$ cat src/rtl/imm_alu_sequencer.sv
// imm_alu_sequencer
//   Hardwired control FSM for the immediate-format instructions ldi/addi/andi/ori.
//   Walks fetch (T0-T2) and execute (T3-T5), emitting the datapath strobes for
//   each step. Fetch waits in T1 for RAM data with a bounded timeout. Unknown
//   opcodes and memory timeouts trap into HALT, which only clear_n leaves.
//   Retired instructions are counted modulo 2^CNT_W.
// Ports
//   clock, clear_n           clock and async active-low reset
//   run                      level enable, sampled in IDLE and T5
//   ir_opcode[OPW]           IR opcode field, decoded and latched in T3
//   mem_ready                RAM read data valid (observed in T1)
//   PCout..CSEout            datapath strobes (Moore, zero in IDLE/HALT)
//   ADD, AND, OR             ALU op select, one-hot in T4
//   step[4]                  state encoding for debug
//   done                     one-cycle pulse in T5
//   fault, fault_code[2]     sticky trap flag and cause (01 opcode, 10 timeout)
//   instr_count[CNT_W]       retired instruction counter
module imm_alu_sequencer #(
  parameter int             OPW         = 5,
  parameter logic [OPW-1:0] OP_LDI      = 5'b00001,
  parameter logic [OPW-1:0] OP_ADDI     = 5'b01100,
  parameter logic [OPW-1:0] OP_ANDI     = 5'b01101,
  parameter logic [OPW-1:0] OP_ORI      = 5'b01110,
  parameter int             MEM_TIMEOUT = 15,
  parameter int             CNT_W       = 16
) (
  input  logic             clock,
  input  logic             clear_n,
  input  logic             run,
  input  logic [OPW-1:0]   ir_opcode,
  input  logic             mem_ready,
  output logic             PCout,
  output logic             MARin,
  output logic             IncPC,
  output logic             Zlowin,
  output logic             Zlowout,
  output logic             PCin,
  output logic             MDMuxread,
  output logic             RAMread,
  output logic             MDRin,
  output logic             MDRout,
  output logic             IRin,
  output logic             Gra,
  output logic             Grb,
  output logic             Rin,
  output logic             Rout,
  output logic             BAout,
  output logic             Yin,
  output logic             CSEout,
  output logic             ADD,
  output logic             AND,
  output logic             OR,
  output logic [3:0]       step,
  output logic             done,
  output logic             fault,
  output logic [1:0]       fault_code,
  output logic [CNT_W-1:0] instr_count
);

  // Encoding is visible on the step port, so values are pinned.
  typedef enum logic [3:0] {
    S_IDLE = 4'd0,
    S_T0   = 4'd1,
    S_T1   = 4'd2,
    S_T2   = 4'd3,
    S_T3   = 4'd4,
    S_T4   = 4'd5,
    S_T5   = 4'd6,
    S_HALT = 4'd15
  } state_e;

  localparam int WCW = (MEM_TIMEOUT < 2) ? 1 : $clog2(MEM_TIMEOUT + 1);
  localparam logic [WCW-1:0] WAIT_LAST = WCW'(MEM_TIMEOUT - 1);

  localparam logic [1:0] FC_NONE    = 2'b00;
  localparam logic [1:0] FC_ILLEGAL = 2'b01;
  localparam logic [1:0] FC_TIMEOUT = 2'b10;

  state_e           state_q, state_d;
  logic [WCW-1:0]   wait_q, wait_d;
  logic [OPW-1:0]   op_q, op_d;
  logic [1:0]       fcode_q, fcode_d;
  logic [CNT_W-1:0] cnt_q, cnt_d;

  always_ff @(posedge clock or negedge clear_n) begin
    if (!clear_n) begin
      state_q <= S_IDLE;
      wait_q  <= '0;
      op_q    <= '0;
      fcode_q <= FC_NONE;
      cnt_q   <= '0;
    end else begin
      state_q <= state_d;
      wait_q  <= wait_d;
      op_q    <= op_d;
      fcode_q <= fcode_d;
      cnt_q   <= cnt_d;
    end
  end

  always_comb begin
    state_d   = state_q;
    wait_d    = wait_q;
    op_d      = op_q;
    fcode_d   = fcode_q;
    cnt_d     = cnt_q;
    PCout     = 1'b0;
    MARin     = 1'b0;
    IncPC     = 1'b0;
    Zlowin    = 1'b0;
    Zlowout   = 1'b0;
    PCin      = 1'b0;
    MDMuxread = 1'b0;
    RAMread   = 1'b0;
    MDRin     = 1'b0;
    MDRout    = 1'b0;
    IRin      = 1'b0;
    Gra       = 1'b0;
    Grb       = 1'b0;
    Rin       = 1'b0;
    Rout      = 1'b0;
    BAout     = 1'b0;
    Yin       = 1'b0;
    CSEout    = 1'b0;
    ADD       = 1'b0;
    AND       = 1'b0;
    OR        = 1'b0;
    done      = 1'b0;

    unique case (state_q)
      S_IDLE: if (run) state_d = S_T0;

      S_T0: begin
        PCout   = 1'b1;
        MARin   = 1'b1;
        IncPC   = 1'b1;
        Zlowin  = 1'b1;
        state_d = S_T1;
      end

      // Strobes are held for every wait cycle; rewriting PC with the same
      // Z value on each of them is harmless.
      S_T1: begin
        Zlowout   = 1'b1;
        PCin      = 1'b1;
        MDMuxread = 1'b1;
        RAMread   = 1'b1;
        MDRin     = 1'b1;
        if (mem_ready) begin
          // Data arriving on the last allowed cycle still wins over timeout.
          state_d = S_T2;
          wait_d  = '0;
        end else if (wait_q == WAIT_LAST) begin
          state_d = S_HALT;
          fcode_d = FC_TIMEOUT;
          wait_d  = '0;
        end else begin
          wait_d  = wait_q + 1'b1;
        end
      end

      S_T2: begin
        MDRout  = 1'b1;
        IRin    = 1'b1;
        state_d = S_T3;
      end

      // IR was loaded at the end of T2, so ir_opcode is a registered value
      // here; it is latched for the T4 ALU select.
      S_T3: begin
        op_d = ir_opcode;
        if (ir_opcode == OP_LDI) begin
          // BAout on R0 reads zero, so ldi computes 0 + C.
          Grb     = 1'b1;
          BAout   = 1'b1;
          Yin     = 1'b1;
          state_d = S_T4;
        end else if (ir_opcode == OP_ADDI || ir_opcode == OP_ANDI ||
                     ir_opcode == OP_ORI) begin
          Grb     = 1'b1;
          Rout    = 1'b1;
          Yin     = 1'b1;
          state_d = S_T4;
        end else begin
          state_d = S_HALT;
          fcode_d = FC_ILLEGAL;
        end
      end

      S_T4: begin
        CSEout  = 1'b1;
        Zlowin  = 1'b1;
        ADD     = (op_q == OP_LDI) || (op_q == OP_ADDI);
        AND     = (op_q == OP_ANDI);
        OR      = (op_q == OP_ORI);
        state_d = S_T5;
      end

      S_T5: begin
        Zlowout = 1'b1;
        Gra     = 1'b1;
        Rin     = 1'b1;
        done    = 1'b1;
        cnt_d   = cnt_q + 1'b1;
        state_d = run ? S_T0 : S_IDLE;
      end

      S_HALT: state_d = S_HALT;

      default: state_d = S_IDLE;
    endcase
  end

  assign step        = state_q;
  assign fault       = (state_q == S_HALT);
  assign fault_code  = fcode_q;
  assign instr_count = cnt_q;

endmodule

$ cat config.mk
export PLATFORM = sky130hd
export DESIGN_NAME = imm_alu_sequencer
export DESIGN_NICKNAME = d
export VERILOG_FILES = /design/src/rtl/imm_alu_sequencer.sv
export SDC_FILE = /design/constraint.sdc
export NUM_CORES = 1
export LEC_CHECK = 0
export ABC_AREA = 1
export CORE_MARGIN = 5
export CORE_UTILIZATION = 43
export DETAILED_ROUTE_END_ITERATION = 7
export GPL_TIMING_DRIVEN = 1
export PLACE_DENSITY = 0.82
export SYNTH_ARGS = -nofsm -noshare
export SYNTH_HDL_FRONTEND = slang
export SYNTH_SLANG_ARGS = --single-unit
$ cat constraint.sdc
create_clock -name clock -period 1.9 [get_ports clock]
set_input_delay 0.475 -clock clock [delete_from_list [all_inputs] [get_ports clock]]
set_output_delay 0.475 -clock clock [all_outputs]
set_load 0.03 [all_outputs]
-- Yosys cells after proc, flatten, opt, wreduce, memory -nomap -nowiden
Cells that the tools add are included.
- input bits: 9
- logic and storage cells: 69
- register bits: 31
- output and inout bits: 45
- add/subtract/negate cells: 2
- mux-type cells: 31
- reduce and logical (&&, ||, !) cells: 9
- equal/unequal tests: 22
- operators by type and width (cell ; number):
    case mux 4 bit (8 select lines) ; 1
    == test 5 x 4 -> 1 bit (second input constant) ; 6
    two-way mux 4 bit ; 7
    two-way mux 1 bit ; 18
    adder 16 x 1 -> 16 bit (second input constant) ; 1
    == test 4 x 3 -> 1 bit (second input constant) ; 3
    == test 5 x 1 -> 1 bit (second input constant) ; 2
    != test 2 bit (second input constant) ; 5
    == test 4 x 2 -> 1 bit (second input constant) ; 2
    == test 4 bit (second input constant) ; 2
    two-way mux 2 bit ; 4
    AND reduction 5 bit ; 1
    adder 4 x 1 -> 4 bit (second input constant) ; 1
    == test 4 x 1 -> 1 bit (second input constant) ; 1
    zero test 4 bit ; 1
    case mux 2 bit (2 select lines) ; 1
    OR reduction 2 bit ; 2
    logical OR 1 bit ; 3
    != test 3 bit (second input constant) ; 1
    AND reduction 2 bit ; 1
    nonzero test 2 bit ; 1

-- Longest topological paths before layout
- depth in word-level cells: 6
- depth in mapped cells: 9
- depth with buffers taken out: 9

-- Worst setup path after synthesis
Ideal clock, no wire load.
- path type: reg-to-output
- from: register state_q[3] (netlist: step[3])
- to: output port OR
- required time: 1.425 ns
- stages on the path, launching flop included: 6
- setup slack: -0.916 ns
- arrival: 2.341 ns
- cell sequence: dfrtp_1 -> inv_1 -> nand2_1 -> nor2_1 -> nand2_1 -> nor4_1
- word-level cells in the longest chain between the ends: 2
- ends and longest elaborated chain (element ; RTL line ; RTL):
    from (decl) ; 79 ; state_e state_q, state_d;
    from (signal assigned) ; 93 ; state_q <= state_d;
    == test 4 x 3 -> 1 bit ; 130 ; unique case (state_q)
    two-way mux 1 bit ; 130 ;
    to (decl) ; 52 ; output logic OR,
No other way between the ends.

-- Worst setup path after layout
- from: register state_q[0] (netlist: step[0])
- to: output port Rout
- word-level cells in the longest chain between the ends: 2
- ends and longest elaborated chain (element ; RTL line ; RTL):
    == test 4 x 3 -> 1 bit ; 130 ;
    two-way mux 1 bit ; 130 ;
    to (decl) ; 46 ; output logic Rout,
No other way between the ends.

==> out/metrics.cfg <==
[placed_design]
gp_congestion = 0.860
dp_slack_ps = -280
portBuffers = 53
place_hpwl_mm = 3.33
placed_cell_area_um2 = 2410

[layout]
drive_gt1_share_pct = 27.6
final_common_cell = nand2_1
fin_nets = 330
layout_common_cells = 78 x nand2_1, 32 x buf_4, 27 x dfrtp_1
syn_to_final_growth_pct = 48.4
design_area_um2 = 2740
finalCoreUtilization_pct = 67.1
diodes = 0

[detailed_routing]
dr.pass1.iters = 4
top_layer_used = met4
vias = 1822
drc = 0
drt_iter0_markers = 107
avgViaCountPerCell = 4.94
wl_mm = 5.01
post_drt_wl_per_cell_um = 13.6
wl_met1_mm = 2.01
final_antenna_net_count = 0
wl_met3_um = 299
wl_met2_mm = 2.51

[critical_path]
worstPathRequired_ps = 1420
critPathCaptureType = output pin
cp-start-kind = flip-flop
reg2reg_to = fault_code[0]
cp-startpoint = step[0]
worstSetupPathType = reg2out
ff2ff_setup_slack_ps = 100
r2r_start = step[0]
crit_path_end = Rout
worstRegToRegCells = 10
cp_max_fo = 5
arrival_ps = 1540

[yosys]
synth.area.top_cells = dfrtp_1 42%, nand2_1 16%, nor2_1 6.5%
yosys.area_share.simple_pct = 33.8
synth_top_family_by_area = simple AND/OR/NAND/NOR gates
muxShareOfSynthArea_pct = 0
syn-num-nets = 261
syn_area_um2 = 1850
synth_top_area_share_pct = 42.0
netlist_instances = 249
synthDistinctLibCells = 24
synth_adder_area_share_pct = 2.03
yosysTopAreaCell = dfrtp_1
syn_area_per_cell_um2 = 7.42
synthXorXnorAreaFrac_pct = 5.22
yosysSeqAreaShare_pct = 42.0
synth_compound_area_share_pct = 5.76
yosys_warnings = 0
synth-seq-cells = 31

[power_and_ir_drop]
p_sw_mw = 1.70
power.leakage_nw = 1.49
p_sw_share_pct = 47.8
intPower_mw = 1.86
vdd_drop_max_uv = 705
power_density_nw_per_um2 = 1300
clock_power_share_pct = 14.2
pwr-share-seq_pct = 29.9
finalPower_mw = 3.56
combPwrFrac_pct = 55.9

[cts]
htreeDepth = 2
cts_tree = built
clk_path_buf_depth = 2
cts.sinks = 31
numCtsBuffers = 5
insertion_delay_ps = 290
hold_buffers = 0
cts-root-buf = clkbuf_8
clk_pin_slew_ps = 70

[die]
rows = 23
core-area_um2 = 4090
die_h_um = 75.5
die-area_um2 = 5710
die_x_um = 75.5
ios = 54
initial_core_util_pct = 45.2

[timing]
setup_violations = 8
max_freq_mhz = 497
clock_skew_ps = 5.41
slew_headroom_pct = 73.3
fin_crit_sh_pct = 106
worst_pin_slew_ps = 400
drv_slew = 0
rsz0062_at_grt = true
period_needed_ps = 2010
timing.setup.tns_ps = -453
setup_ws_ps = -114
finalHoldViolCount = 0

[hold_path]
min_path_cells = 2
hold_path.class = reg2reg

[global_routing]
grt_max_degree = 32
grt_pass1_vias = 1733
grt_pass1_wl_mm = 7.93
grt_use_total_pct = 18.5
antenna_found_initial = 0
grt_overflow_total = 0

[run_status]
status = complete, but fails checks
violations = negative setup slack

[flow_run]
maxCapViolCount = 0

-- flip-flops by register name (all words and copies together) (netlist names) --
register and cells:
instr_count 16, op_q 5, step 4, wait_q 4
fault_code 2
-- stage by stage --
step / hold slack [ps] / instances
after floorplan: 179 / 249
after global placement: 460 / 346
after detailed placement: 460 / 346
after CTS: 474 / 368
after global routing: 504 / 369
final: 469 / 369
-- power groups by stage --
stage	logic, mW	registers, mW	clock network, mW
2_1_floorplan	1.06	1.20	0
3_3_place_gp	1.68	1.05	0
3_5_place_dp	1.71	1.06	0
4_1_cts	1.88	1.04	0.522
5_1_grt	2.14	1.09	0.547
6_report	1.99	1.07	0.505
-- repair_timing --
action / CTS / global route
buffers inserted: 13 / 1
pin swaps: 12 / 2
cloned: 1 / 0
gates resized for setup: 28 / 22
hold endpoints to repair: 0 / 0
endpoints found under the setup margin: 20 / 31
-- Yosys cell counts --
| master | count |
|---|---|
| a21oi_1 | 5 |
| buf_4 | 10 |
| buf_6 | 2 |
| dfrtp_1 | 31 |
| ha_1 | 3 |
| inv_1 | 29 |
| nand2_1 | 81 |
| nand2_2 | 1 |
| nand2_4 | 1 |
| nand3_1 | 8 |
| nand3_2 | 1 |
| nand3b_1 | 1 |
| nand4_1 | 4 |
| nand4_4 | 1 |
| nor2_1 | 32 |
| nor2_2 | 4 |
| nor2_4 | 2 |
| nor3_1 | 5 |
| nor4_1 | 1 |
| o21ai_0 | 14 |
| o21ai_1 | 1 |
| o22ai_1 | 1 |
| xnor2_1 | 3 |
| xor2_1 | 8 |
-- kinds of logic after synthesis --
| family | after synthesis |
|---|---|
| AOI/OAI and AO/OA | 21 |
| and+or+nand+nor | 142 |
| adders and majority gates | 3 |
| xor gates and xnor gates | 11 |
| DFF | 31 |
| buffers and inverters | 41 |
-- per-layer routing --
layer / global-route usage (%) / up-vias
met5: 0 / -
met4: 7.96 / 0
met3: 4.49 / 18
met2: 31.2 / 62
met1: 22.6 / 840
li1: - / 902
-- how the worst min path moves through the flow --
stage / startpoint / endpoint / slack [ps]
4_1_cts: fault_code[0] / fault_code[0] / 470
2_1_floorplan: clear_n / fault_code[0] / 180
6_report: fault_code[0] / fault_code[0] / 470
3_5_place_dp: fault_code[0] / fault_code[0] / 460
5_1_grt: fault_code[1] / fault_code[1] / 500
3_3_place_gp: fault_code[0] / fault_code[0] / 460
-- area by class of cell --
type | count | area, um^2
fill | 315 | 1350
multi-input combinational | 177 | 993
sequential | 31 | 781
timing repair buffer | 74 | 712
inverter | 29 | 109
clock buffer | 5 | 68.8
tap | 50 | 62.6
clock inverter | 3 | 15.0
-- critical path, stage by stage (launching register included) --
cell	delay, ps
dfrtp_2	470
nor2_2	220
nand3_4	180
nor2_1	190
buf_4	190
No activity file was read; power rests on OpenSTA's default activity.
==> RTL change 1 (same flow settings) <==
The parameter `MEM_TIMEOUT` goes from 15 to 30.
--- a/src/rtl/imm_alu_sequencer.sv
+++ b/src/rtl/imm_alu_sequencer.sv
@@ -23,3 +23,3 @@
   parameter logic [OPW-1:0] OP_ORI      = 5'b01110,
-  parameter int             MEM_TIMEOUT = 15,
+  parameter int             MEM_TIMEOUT = 30,
   parameter int             CNT_W       = 16
Formal check against the unedited RTL: same outputs for any inputs over 10 cycles, from zero or initial values; that may be too few to reach the edited logic, so the function may still have changed.
==> RTL change 1 against the unedited design <==
Sequential share of layout area grew 1.4 points. Highest routed layer unchanged. Worst setup slack gained 140 ps. Routed wire length shrank 1.7%. Non-clock buffer count shrank 2. Area after synthesis grew 2.4%. Cell area shrank 1.6%. Sequential cell count grew 1. Combinational power shrank 6%. Critical path depth grew 3. Total power shrank 0.35%.
==> RTL change 1: results (changes against the unedited design) <==
layout:
  n_fill_cell: 378  # +20%
  inverters: 32  # +10%
  buffer_area_frac: 0.234  # -0.0254
  multi_input_area_share: 0.359  # -0.00323
  drive_gt1_frac: 0.253  # -0.0228
  design.seq.count: 32  # +3.2%
  seq-cell-share: 0.298  # +0.0136
  clkbuf_count: 7  # +2
  area_growth_pct: 42.6
  nMultiInputCombCells: 181  # +2.3%
  nNetsFinal: 336  # +1.8%
  n_all_buffers: 72  # -2.7%
floorplanning:
  die_area_sq_um: 5820  # +2.0%
routing:
  met2_length_um: 2370  # -5.4%
  viasPerCell: 4.98  # +0.78%
  drt-total-wl_um: 4920  # -1.7%
  met3_length_um: 365  # +22%
  drt_iter0_drc: 126  # +18%
critical_path:
  crit_start: "step[3]$_DFFE_PN0P_"
  crit-reg2reg-capture: "instr_count[7]$_DFFE_PN0N_"
  crit_fanout: 4  # -1
  cp_slowest_stage_delay_ps: 390  # -80 ps
  rrSetupSlack_ps: 270  # +170 ps
  cp.arrival_ps: 1400  # -140 ps
  ff2ff_path_depth: 9  # -1
  slowest_stage: "dfrtp_1"
  endpoint: "ADD"
pwr:
  p_per_area_nw_per_um2: 1320  # +1.3%
  p_leak_uw: 0.00146  # -1.9%
  p_int_uw: 1900  # +2.2%
place:
  hpwl_um: 3470  # +4.2%
  placedCellCount: 359  # +3.8%
  gp_congestion: 0.878  # +2.1%
grt:
  track_usage: 0.168  # -0.0178
  grt_max_degree: 33  # +3.1%
  grt_pass1_wl_um: 8070  # +1.8%
  use_met1: 0.203  # -0.0236
  grt_use_met3: 0.0473  # +0.00243
yosys:
  yosys.area_share.adder: 0.0199  # -0.000471
  yosys.cell_types.count: 25  # +4.2%
  synth_compound_area_frac: 0.0695  # +0.0119
  synth_xor_area_frac: 0.0556  # +0.00342
  synth.area.top_cells: "dfrtp_1, nand2_1, nor2_1"
  synthesis.instances: 257  # +3.2%
  ys_top_cells_by_count: "nand2_1, nor2_1, dfrtp_1, inv_1, o21ai_0"
sta:
  final.setup.worst_slack_ps: 23.3  # +137 ps
  fin_hold_ws_ps: 499  # +29.6 ps
  tightestPinTransition_ps: 418  # +17.7 ps
status:
  status: "complete, no violations"
RTL change 1: changes by cell type after synthesis, sizes merged, moves of 2 or more:
cell,delta
o21ai,+4
inv,+3
a21oi,-2
nor2,-2
RTL change 1: critical path, delay by kind of cell (launching register included):
family | cells | cell delay [ps]
flip-flops | 1 | 390
buffers and inverters | 3 | 290
AND/OR/NAND/NOR | 3 | 270
AO/OA/AOI/OAI | 1 | 160
RTL change 1: power groups by stage:
| stage | Combinational [uW] | Clock, uW | Sequential [uW] |
|---|---|---|---|
| 2_1_floorplan | 979 | 0 | 1220 |
| 3_3_place_gp | 1630 | 0 | 1060 |
| 3_5_place_dp | 1650 | 0 | 1070 |
| 4_1_cts | 1730 | 585 | 1070 |
| 5_1_grt | 2030 | 611 | 1130 |
| 6_report | 1880 | 577 | 1090 |
RTL change 1: kinds of logic (layout without fill, tap and decap cells):
kind of cell	after synthesis	count (layout)
buf+inv	44	111
xor+xnor	12	12
flops	32	32
simple gates	141	141
compound gates	25	25
fa+ha+maj	3	3
